**src/rtl/wave_write_arbiter.sv**
```systemverilog
// wave_write_arbiter
//
// Shares one wave-capture RAM write port among four sample streams (mixed
// output plus notes 1-3). Each stream owns a one-entry holding register; a
// round-robin arbiter grants at most one stream per cycle, and the granted
// sample is written into that stream's RAM region at its own wrapping pointer.
//
// Ports:
//   clk         system clock
//   reset       synchronous, active-high reset
//   new_sample  bit i: one-cycle pulse, stream i sample valid
//   samples     stream i at [16*i+15:16*i], 16-bit two's complement
//   freeze      1 = no grants issued; capture still happens
//   wr_ready    RAM write port free this cycle
//   wr_en       registered one-cycle write strobe
//   wr_addr     registered {chan[1:0], ptr[ADDR_WIDTH-1:0]}
//   wr_data     registered sample[15:8] ^ 8'h80 (offset binary)
//   drop_cnt    stream i at [8*i+7:8*i], saturating overwrite count
//
// Configuration:
//   WAVE_ARB_DROP_CNT_EN defined   -> per-stream saturating drop counters
//   WAVE_ARB_DROP_CNT_EN undefined -> no counter flops, drop_cnt tied to 0

module wave_write_arbiter #(
  parameter int unsigned N_REQ      = 4,
  parameter int unsigned ADDR_WIDTH = 8
) (
  input  logic                  clk,
  input  logic                  reset,
  input  logic [3:0]            new_sample,
  input  logic [63:0]           samples,
  input  logic                  freeze,
  input  logic                  wr_ready,
  output logic                  wr_en,
  output logic [ADDR_WIDTH+1:0] wr_addr,
  output logic [7:0]            wr_data,
  output logic [31:0]           drop_cnt
);

  // Only the upper byte of each sample is ever written, so the holding
  // registers keep just that byte, already converted to offset binary.
  logic [7:0]            pend_data_q  [N_REQ];
  logic [7:0]            pend_data_d  [N_REQ];
  logic [N_REQ-1:0]      pend_valid_q;
  logic [N_REQ-1:0]      pend_valid_d;
  logic [ADDR_WIDTH-1:0] ptr_q        [N_REQ];
  logic [ADDR_WIDTH-1:0] ptr_d        [N_REQ];
  logic [1:0]            last_grant_q;
  logic [1:0]            last_grant_d;

  logic                  wr_en_q;
  logic [ADDR_WIDTH+1:0] wr_addr_q;
  logic [ADDR_WIDTH+1:0] wr_addr_d;
  logic [7:0]            wr_data_q;
  logic [7:0]            wr_data_d;

  logic                  grant_valid;
  logic [1:0]            gnt;
  logic [1:0]            search_idx;
  logic                  found;
  logic [N_REQ-1:0]      grant_vec;

  logic                  unused_sample_lsbs;
  assign unused_sample_lsbs = ^{samples[55:48], samples[39:32], samples[23:16], samples[7:0]};

  // Round-robin search starting one past the last granted stream.
  always_comb begin
    gnt        = last_grant_q;
    found      = 1'b0;
    search_idx = '0;
    for (int unsigned k = 1; k <= 4; k++) begin
      search_idx = last_grant_q + 2'(k);
      if (!found && pend_valid_q[search_idx]) begin
        gnt   = search_idx;
        found = 1'b1;
      end
    end
  end

  assign grant_valid = wr_ready && !freeze && (|pend_valid_q);

  always_comb begin
    grant_vec = '0;
    if (grant_valid) begin
      grant_vec[gnt] = 1'b1;
    end
  end

  // Holding registers and pointers. A capture in the same cycle as the
  // stream's grant keeps pend_valid set: the old byte goes out, the new one
  // stays pending.
  always_comb begin
    pend_valid_d = pend_valid_q;
    last_grant_d = last_grant_q;
    for (int unsigned i = 0; i < N_REQ; i++) begin
      pend_data_d[i] = pend_data_q[i];
      ptr_d[i]       = ptr_q[i];
      if (grant_vec[i]) begin
        pend_valid_d[i] = 1'b0;
        ptr_d[i]        = ptr_q[i] + 1'b1;
      end
      if (new_sample[i]) begin
        pend_data_d[i]  = samples[16*i+8 +: 8] ^ 8'h80;
        pend_valid_d[i] = 1'b1;
      end
    end
    if (grant_valid) begin
      last_grant_d = gnt;
    end
  end

  // Address/data hold their last values when no grant is issued.
  always_comb begin
    wr_addr_d = wr_addr_q;
    wr_data_d = wr_data_q;
    if (grant_valid) begin
      wr_addr_d = {gnt, ptr_q[gnt]};
      wr_data_d = pend_data_q[gnt];
    end
  end

  always_ff @(posedge clk) begin
    if (reset) begin
      pend_valid_q <= '0;
      last_grant_q <= 2'd3;
      wr_en_q      <= 1'b0;
      wr_addr_q    <= '0;
      wr_data_q    <= '0;
      for (int unsigned i = 0; i < N_REQ; i++) begin
        pend_data_q[i] <= '0;
        ptr_q[i]       <= '0;
      end
    end else begin
      pend_valid_q <= pend_valid_d;
      last_grant_q <= last_grant_d;
      wr_en_q      <= grant_valid;
      wr_addr_q    <= wr_addr_d;
      wr_data_q    <= wr_data_d;
      for (int unsigned i = 0; i < N_REQ; i++) begin
        pend_data_q[i] <= pend_data_d[i];
        ptr_q[i]       <= ptr_d[i];
      end
    end
  end

  assign wr_en   = wr_en_q;
  assign wr_addr = wr_addr_q;
  assign wr_data = wr_data_q;

`ifdef WAVE_ARB_DROP_CNT_EN
  logic [7:0] drop_q [N_REQ];
  logic [7:0] drop_d [N_REQ];

  // A drop is a capture onto a still-held sample that is not leaving this cycle.
  always_comb begin
    for (int unsigned i = 0; i < N_REQ; i++) begin
      drop_d[i] = drop_q[i];
      if (new_sample[i] && pend_valid_q[i] && !grant_vec[i] && (drop_q[i] != 8'hFF)) begin
        drop_d[i] = drop_q[i] + 8'd1;
      end
    end
  end

  always_ff @(posedge clk) begin
    for (int unsigned i = 0; i < N_REQ; i++) begin
      if (reset) begin
        drop_q[i] <= '0;
      end else begin
        drop_q[i] <= drop_d[i];
      end
    end
  end

  always_comb begin
    drop_cnt = '0;
    for (int unsigned i = 0; i < N_REQ; i++) begin
      drop_cnt[8*i +: 8] = drop_q[i];
    end
  end
`else
  assign drop_cnt = 32'd0;
`endif

endmodule

```
**config.mk**
```make
export PLATFORM = sky130hd
export DESIGN_NAME = wave_write_arbiter
export DESIGN_NICKNAME = d
export VERILOG_FILES = /design/src/rtl/wave_write_arbiter.sv
export SDC_FILE = /design/constraint.sdc
export NUM_CORES = 1
export LEC_CHECK = 0
export ABC_AREA = 1
export BUFFER_PORTS_ARGS = -buffer_cell sky130_fd_sc_hd__buf_2
export CAP_MARGIN = 20
export CELL_PAD_IN_SITES_DETAIL_PLACEMENT = 1
export CELL_PAD_IN_SITES_GLOBAL_PLACEMENT = 1
export CORE_MARGIN = 5
export CORE_UTILIZATION = 39
export DETAILED_ROUTE_END_ITERATION = 6
export GPL_ROUTABILITY_DRIVEN = 0
export PLACE_DENSITY = 0.86
export SYNTH_ARGS = -nofsm -noshare
export SYNTH_HDL_FRONTEND = slang
export SYNTH_SLANG_ARGS = --single-unit
```
**constraint.sdc**
```tcl
create_clock -name clk -period 2.45 [get_ports clk]
set_clock_uncertainty 0.2 [all_clocks]
set_input_delay 0.49 -clock clk [delete_from_list [all_inputs] [get_ports clk]]
set_output_delay 0.49 -clock clk [all_outputs]
set_load 0.02 [all_outputs]
```
==> flow_metrics.py, run 1 <==
metrics = {
    "yosys": {
        "synth.most_common_cell": "nand3_1",
        "synth-simple-area-share_pct": 33.7,
        "yosys.area.top_type_share_pct": 22.3,
        "synth_top_family_by_area": "simple AND/OR/NAND/NOR gates",
        "synthTopCellsByCount": "118 x nand3_1, 116 x nand2_1, 105 x inv_1, 86 x nor2_1, 57 x dfxtp_1",
        "syn_area_um2": 5120,
        "yosys-top-cells-area": "dfxtp_1 22%, edfxtp_1 19%, nand3_1 12%",
        "yosysWarnings": 0,
        "yosysSeqAreaShare_pct": 41.1,
        "netlist_instances": 697,
        "synth_fa_ha_area_share_pct": 0.978,
        "synth_area_leader_cell": "dfxtp_1",
        "avgSynthCellArea_um2": 7.34,
        "synth_ff_type": "dfxtp_1",
        "async_flop_share_pct": 0,
        "ys_ff_latch": 89,
        "muxShareOfSynthArea_pct": 0,
        "synth_compound_area_share_pct": 4.55,
        "ys_types": 32,
        "synthXorXnorAreaFrac_pct": 4.11,
        "synth_edf_count": 32,
    },
    "pwr": {
        "power_frac_clock_pct": 31.9,
        "p_leak_nw": 2.77,
        "sequentialPowerShare_pct": 38.3,
        "switching_share_pct": 35.4,
        "p_per_area_nw_per_um2": 761,
        "pwr-share-comb_pct": 29.8,
        "vdd.ir_drop.worst_uv": 371,
        "power.net_switching_mw": 1.56,
        "internal_power_mw": 2.85,
    },
    "sta": {
        "fin_ws_ps": 178,
        "grt_setup_unrepaired": "false",
        "setup_tns_ps": 0,
        "period_share_pct": 92.7,
        "hold_viol": 0,
        "maxSlewViolCount": 0,
        "setup_viol": 0,
        "period_minus_slack_ps": 2270,
        "max_freq_ghz": 0.440,
    },
    "setup_path": {
        "r2r_start": "last_grant_q[0]",
        "arrival_ps": 2310,
        "crit_required_ps": 2480,
        "reg2reg_to": "ptr_q[3][0]",
        "r2r_slack_ps": 180,
        "r2r_cells": 13,
        "startpoint": "last_grant_q[0]",
        "critical_path_class": "flip-flop to flip-flop",
        "critPathCapture": "ptr_q[3][0]",
        "start_kind": "flip-flop",
        "worstPathMaxFanout": 11,
        "end_kind": "flip-flop",
    },
    "floorplanning": {
        "core-area_um2": 12700,
        "die_y_um": 125,
        "ios": 123,
        "rows": 41,
        "fp.dieW_um": 125,
        "die_area_um2": 15500,
        "start_util_pct": 40.2,
    },
    "finish": {
        "layout-drive-gt1-share_pct": 16.6,
        "final_nets": 830,
        "n_fill_cell": 1668,
        "area_delta_synth_final_pct": 13.4,
        "stdcell_area_um2": 5800,
        "multi_input_area_um2": 2350,
        "num_antenna_cells": 0,
        "seq_area_um2": 2100,
    },
    "place": {
        "place.port_buffers": 58,
        "dp_hpwl_mm": 11.0,
        "postPlaceCellArea_um2": 5490,
        "pre_cts_ws_ps": 90.5,
    },
    "global_route": {
        "grt_overflow": 0,
        "grt.total_usage_pct": 18.8,
        "grt_pass1_wl_mm": 24.0,
        "grt_pass1_vias": 5076,
        "grt_antenna_before_repair": 0,
        "grt_max_degree": 27,
    },
    "detailed_routing": {
        "drt-vias-per-instance": 4.96,
        "wl_mm": 14.3,
        "first_iter_violations": 223,
        "antenna_left": 0,
        "drtPass1Iterations": 5,
        "wire_per_inst_um": 15.4,
        "drc": 0,
        "num_vias": 4616,
    },
    "clocking": {
        "clk_pin_slew_ps": 70,
        "htreeDepth": 3,
        "insertion_delay_ps": 350,
        "cts_tree": "done",
        "post_cts_buffers": 0,
        "clock_sinks": 89,
        "clock_path_buffers": 2,
        "numCtsBuffers": 9,
        "clockRootBuffer": "clkbuf_16",
    },
    "hold_path": {
        "min-delay-path-class": "primary input to flip-flop",
    },
    "job": {
        "max_cap_violations": 0,
    },
    "outcome": {
        "status": "finished, final reports clean",
    },
}
final cells by class:
class                      count  share of cell area (%)
multi-input combinational    470                    40.4
sequential                    89                    36.3
timing repair buffer          74                    7.29
inverter                     110                    7.12
clock buffer                   9                    3.88
tap                          172                    3.71
clock inverter                 7                    1.29
worst min-delay path by stage:
stage                           start                 to  cells past startpoint  slack, ps
after floorplan           ptr_q[0][7]        ptr_q[0][7]                      2        250
after global placement    ptr_q[3][7]        ptr_q[3][7]                      2        250
after detailed placement  ptr_q[3][7]        ptr_q[3][7]                      2        260
after CTS                 samples[63]  pend_data_q[3][7]                      2        210
after global routing      samples[15]  pend_data_q[0][7]                      2        210
final                     samples[63]  pend_data_q[3][7]                      2        220
state kept, by name (all words and copies together), names as in the netlist:
signal,flops
wr_en,1
wr_addr,10
pend_valid_q,4
ptr_q,32
last_grant_q,2
wr_data,8
pend_data_q,32
cells by family (layout without fill, tap and decap cells):
logic type / Yosys count / after routing
buf+inv: 170 / 200
flops: 89 / 89
other cells: 1 / 32
simple gates: 365 / 366
xor+xnor: 24 / 24
fa+ha+maj: 4 / 4
compound gates: 44 / 44
critical path, cell delays in order (launching register included):
cell and delay (ps):
dfxtp_2 400, buf_4 170, nand2_1 60, nand2_1 120
nand2_2 100, nand2_4 110, inv_2 50, nand3_4 80
nand3_1 90, nand2_1 130, buf_4 240, nand2_2 170
o21ai_1 180, nor2_1 60
per-layer routing:
| metal | vias to the layer above | GRT usage [%] | share of wire [%] |
|---|---|---|---|
| met1 | 2214 | 19.9 | 38 |
| met4 | 0 | 9.80 | 4.0 |
| met5 | - | 0 | 0 |
| li1 | 2252 | - | - |
| met3 | 40 | 2.66 | 3.4 |
| met2 | 110 | 35.9 | 54 |
repair_timing:
| action | in CTS | in global routing |
|---|---|---|
| setup endpoints to repair | 0 | 37 |
| resized for setup | 0 | 3 |
| hold buffers | 0 | 0 |
| hold endpoints to repair | 0 | 0 |
cell usage in the layout (no fill, tap or decap), types with 2 or more instances in the layout:
cell type / n
a21oi_1: 26
nand4_1: 5
edfxtp_1: 32
dfxtp_1: 55
inv_6: 2
o211ai_1: 3
nor2_8: 3
conb_1: 32
dfxtp_2: 2
buf_2: 58
nor3_1: 2
o21ai_1: 8
o21ai_0: 5
nor2_1: 85
nor2_2: 5
nand3_1: 118
nand3b_1: 11
clkbuf_16: 9
buf_4: 15
nand3_2: 2
inv_1: 105
nand2_2: 11
or2_2: 4
ha_1: 4
xor2_1: 24
nand2_4: 3
inv_2: 5
nand2_1: 115
per-stage QoR:
stage                     instances  hold WS (ps)  utilization [%]  power (mW)
after floorplan                 728           245                -        2.67
after global placement          914           255             43.2        2.94
after detailed placement        914           257             43.2        3.01
after CTS                       930           215             45.5        4.44
after global routing            931           214             45.6        4.66
final                           931           225             45.6        4.41
power by group through the flow:
| stage | registers, mW | logic [mW] | clock network [mW] |
|---|---|---|---|
| 3_3_place_gp | 1.71 | 1.22 | 0 |
| 6_report | 1.69 | 1.31 | 1.41 |
| 3_5_place_dp | 1.72 | 1.29 | 0 |
| 4_1_cts | 1.69 | 1.31 | 1.44 |
| 5_1_grt | 1.70 | 1.45 | 1.51 |
| 2_1_floorplan | 1.74 | 0.933 | 0 |
Power figures use the tool's default switching activity.
==> run 2: changes to the inputs <==
--- a/config.mk
+++ b/config.mk
@@ -7,14 +7,14 @@
 export LEC_CHECK = 0
 export ABC_AREA = 1
 export BUFFER_PORTS_ARGS = -buffer_cell sky130_fd_sc_hd__buf_2
-export CAP_MARGIN = 20
+export CAP_MARGIN = 10
 export CELL_PAD_IN_SITES_DETAIL_PLACEMENT = 1
 export CELL_PAD_IN_SITES_GLOBAL_PLACEMENT = 1
 export CORE_MARGIN = 5
-export CORE_UTILIZATION = 39
+export CORE_UTILIZATION = 35
 export DETAILED_ROUTE_END_ITERATION = 6
 export GPL_ROUTABILITY_DRIVEN = 0
-export PLACE_DENSITY = 0.86
+export PLACE_DENSITY = 0.82
 export SYNTH_ARGS = -nofsm -noshare
 export SYNTH_HDL_FRONTEND = slang
 export SYNTH_SLANG_ARGS = --single-unit
==> constraint.sdc (replaced) <==
create_clock -name clk -period 1.83 [get_ports clk]
set_clock_uncertainty 0.2 [all_clocks]
set_input_delay 0.366 -clock clk [delete_from_list [all_inputs] [get_ports clk]]
set_output_delay 0.366 -clock clk [all_outputs]
set_load 0.02 [all_outputs]
==> run 2 against run 1 <==
Effect of this change: the run now ends with setup timing left; non-clock buffer count is 26 higher; combinational power is 110% higher; design area is 16% higher; critical endpoint is now ptr_q[3][1]; largest cell class unchanged.
==> flow_metrics.py, run 2 (synthesized netlist as in run 1, its figures left out) <==
metrics = {
    "setup_path": {
        "r2r_slack_ps": -380,
        "worstPathMaxFanout": 8,
        "cp_slowest_cell": "dfxtp_4",
        "crit_required_ps": 1890,
        "start_kind": "flip-flop",
        "end_kind": "flip-flop",
        "path_common_cell": "nand2_4",
        "worstPathCellList": "inv_8, nand2_4, nand2_4, nand2_4, nand2_8, inv_4, nand3_4, inv_2, nand2_2, nand2_4, buf_12, nand2_8, o21ai_4, nor2_2",
        "critical_path_class": "flip-flop to flip-flop",
        "cp_num_buf_inv": 4,
        "arrival_ps": 2260,
        "cpPeakStageDelay_ps": 440,
        "cp_top_family": "simple AND/OR/NAND/NOR gates",
    },
    "global_route": {
        "grt_overflow": 0,
        "grt_max_degree": 43,
        "grt_pass1_wl_mm": 24.2,
        "grt.total_usage_pct": 17.9,
        "grt_pass1_vias": 4910,
        "grt_antenna_before_repair": 0,
    },
    "finish": {
        "final_nets": 859,
        "layout_commonest_cell": "inv_1",
        "final_cell_mix": "105 x inv_1, 90 x nand2_1, 87 x nand3_1",
        "num_antenna_cells": 0,
        "layout-drive-gt1-share_pct": 28.9,
        "area_delta_synth_final_pct": 32.0,
    },
    "clocking": {
        "clk_pin_slew_ps": 70,
        "clock_sinks": 89,
        "insertion_delay_ps": 360,
        "numCtsBuffers": 9,
        "clock_path_buffers": 2,
        "clockRootBuffer": "clkbuf_16",
        "cts_tree": "done",
        "cts-hold-fix-buffers": 0,
        "htreeDepth": 3,
    },
    "pwr": {
        "vdd.ir_drop.worst_uv": 594,
        "finalPower_mw": 6.87,
        "p_per_area_nw_per_um2": 1020,
        "p_leak_nw": 3.14,
    },
    "detailed_routing": {
        "drtPass1Iterations": 4,
        "drc": 0,
        "drt-vias-per-instance": 4.85,
        "wire_per_inst_um": 17.1,
        "first_iter_violations": 317,
        "wl_mm": 16.6,
        "num_vias": 4710,
        "antenna_left": 0,
    },
    "sta": {
        "setup_viol": 56,
        "maxSlewViolCount": 0,
        "hold_viol": 0,
        "fin_ws_ps": -377,
        "grt_setup_unrepaired": "true",
        "setup_tns_ps": -16290,
        "period_minus_slack_ps": 2210,
        "max_freq_ghz": 0.453,
        "period_share_pct": 121,
    },
    "floorplanning": {
        "fp.dieW_um": 131,
        "start_util_pct": 35.5,
        "rows": 44,
        "die_y_um": 131,
        "ios": 123,
        "core-area_um2": 14400,
        "die_area_um2": 17100,
    },
    "place": {
        "pre_cts_ws_ps": -300,
        "place.port_buffers": 58,
        "dp_hpwl_mm": 10.1,
    },
    "outcome": {
        "status": "complete, but fails checks",
        "violations": "setup timing",
    },
    "hold_path": {
        "min-delay-path-class": "primary input to flip-flop",
    },
    "job": {
        "max_cap_violations": 0,
    },
}
-- run 2: cell count changes in the layout (fill, tap and decap cells not counted), sizes merged --
cell | previous run | this run
clkbuf | 9 | 13
nor2 | 94 | 97
clkinv | 2 | 1
bufinv | 1 | 0
inv | 113 | 115
buf | 74 | 96
-- run 2: path summary, 6_finish.rpt --
check,from,endpoint,depth (start not counted)
max,last_grant_q[0],ptr_q[3][1],14
min,samples[63],pend_data_q[3][7],2
min reg2reg,ptr_q[3][7],ptr_q[3][7],2
max reg2reg,last_grant_q[0],ptr_q[3][1],14
-- run 2: layer usage --
| metal | global-route usage [%] | share of wire (%) | vias to the layer above |
|---|---|---|---|
| li1 | - | - | 2324 |
| met1 | 21.9 | 42 | 2255 |
| met2 | 30.9 | 52 | 102 |
| met3 | 3.25 | 3.5 | 29 |
| met4 | 7.26 | 2.6 | 0 |
| met5 | 0 | 0 | - |
-- run 2: area by class of cell --
type	count	area, um2
multi-input combinational	473	2870
sequential	89	2110
clock buffer	9	225
clock inverter	7	57.6
tap	184	230
inverter	110	425
fill	1783	7670
timing repair buffer	100	840
-- run 2: per-stage QoR --
step	instance area (um2)	instances	util, %	hold slack [ps]
floorplan	5300	728	-	244
global placement	5790	941	40.1	252
detailed placement	5790	941	40.1	259
CTS	6380	965	44.3	71.5
global route	6760	972	46.8	67.2
finish	6760	972	46.8	72.8
-- run 2: power by group --
group / switching (mW) / internal, mW / total, mW
Combinational: 1.67 / 1.08 / 2.75
Sequential: 0.0872 / 2.18 / 2.27
Clock: 0.898 / 0.946 / 1.84
Total: 2.66 / 4.21 / 6.87
-- run 2: repair_timing --
action,4_1_cts,5_1_grt
cloned,4,4
pin swaps,9,19
setup endpoints to repair,56,56
resized for setup,61,56
buffers inserted,4,3
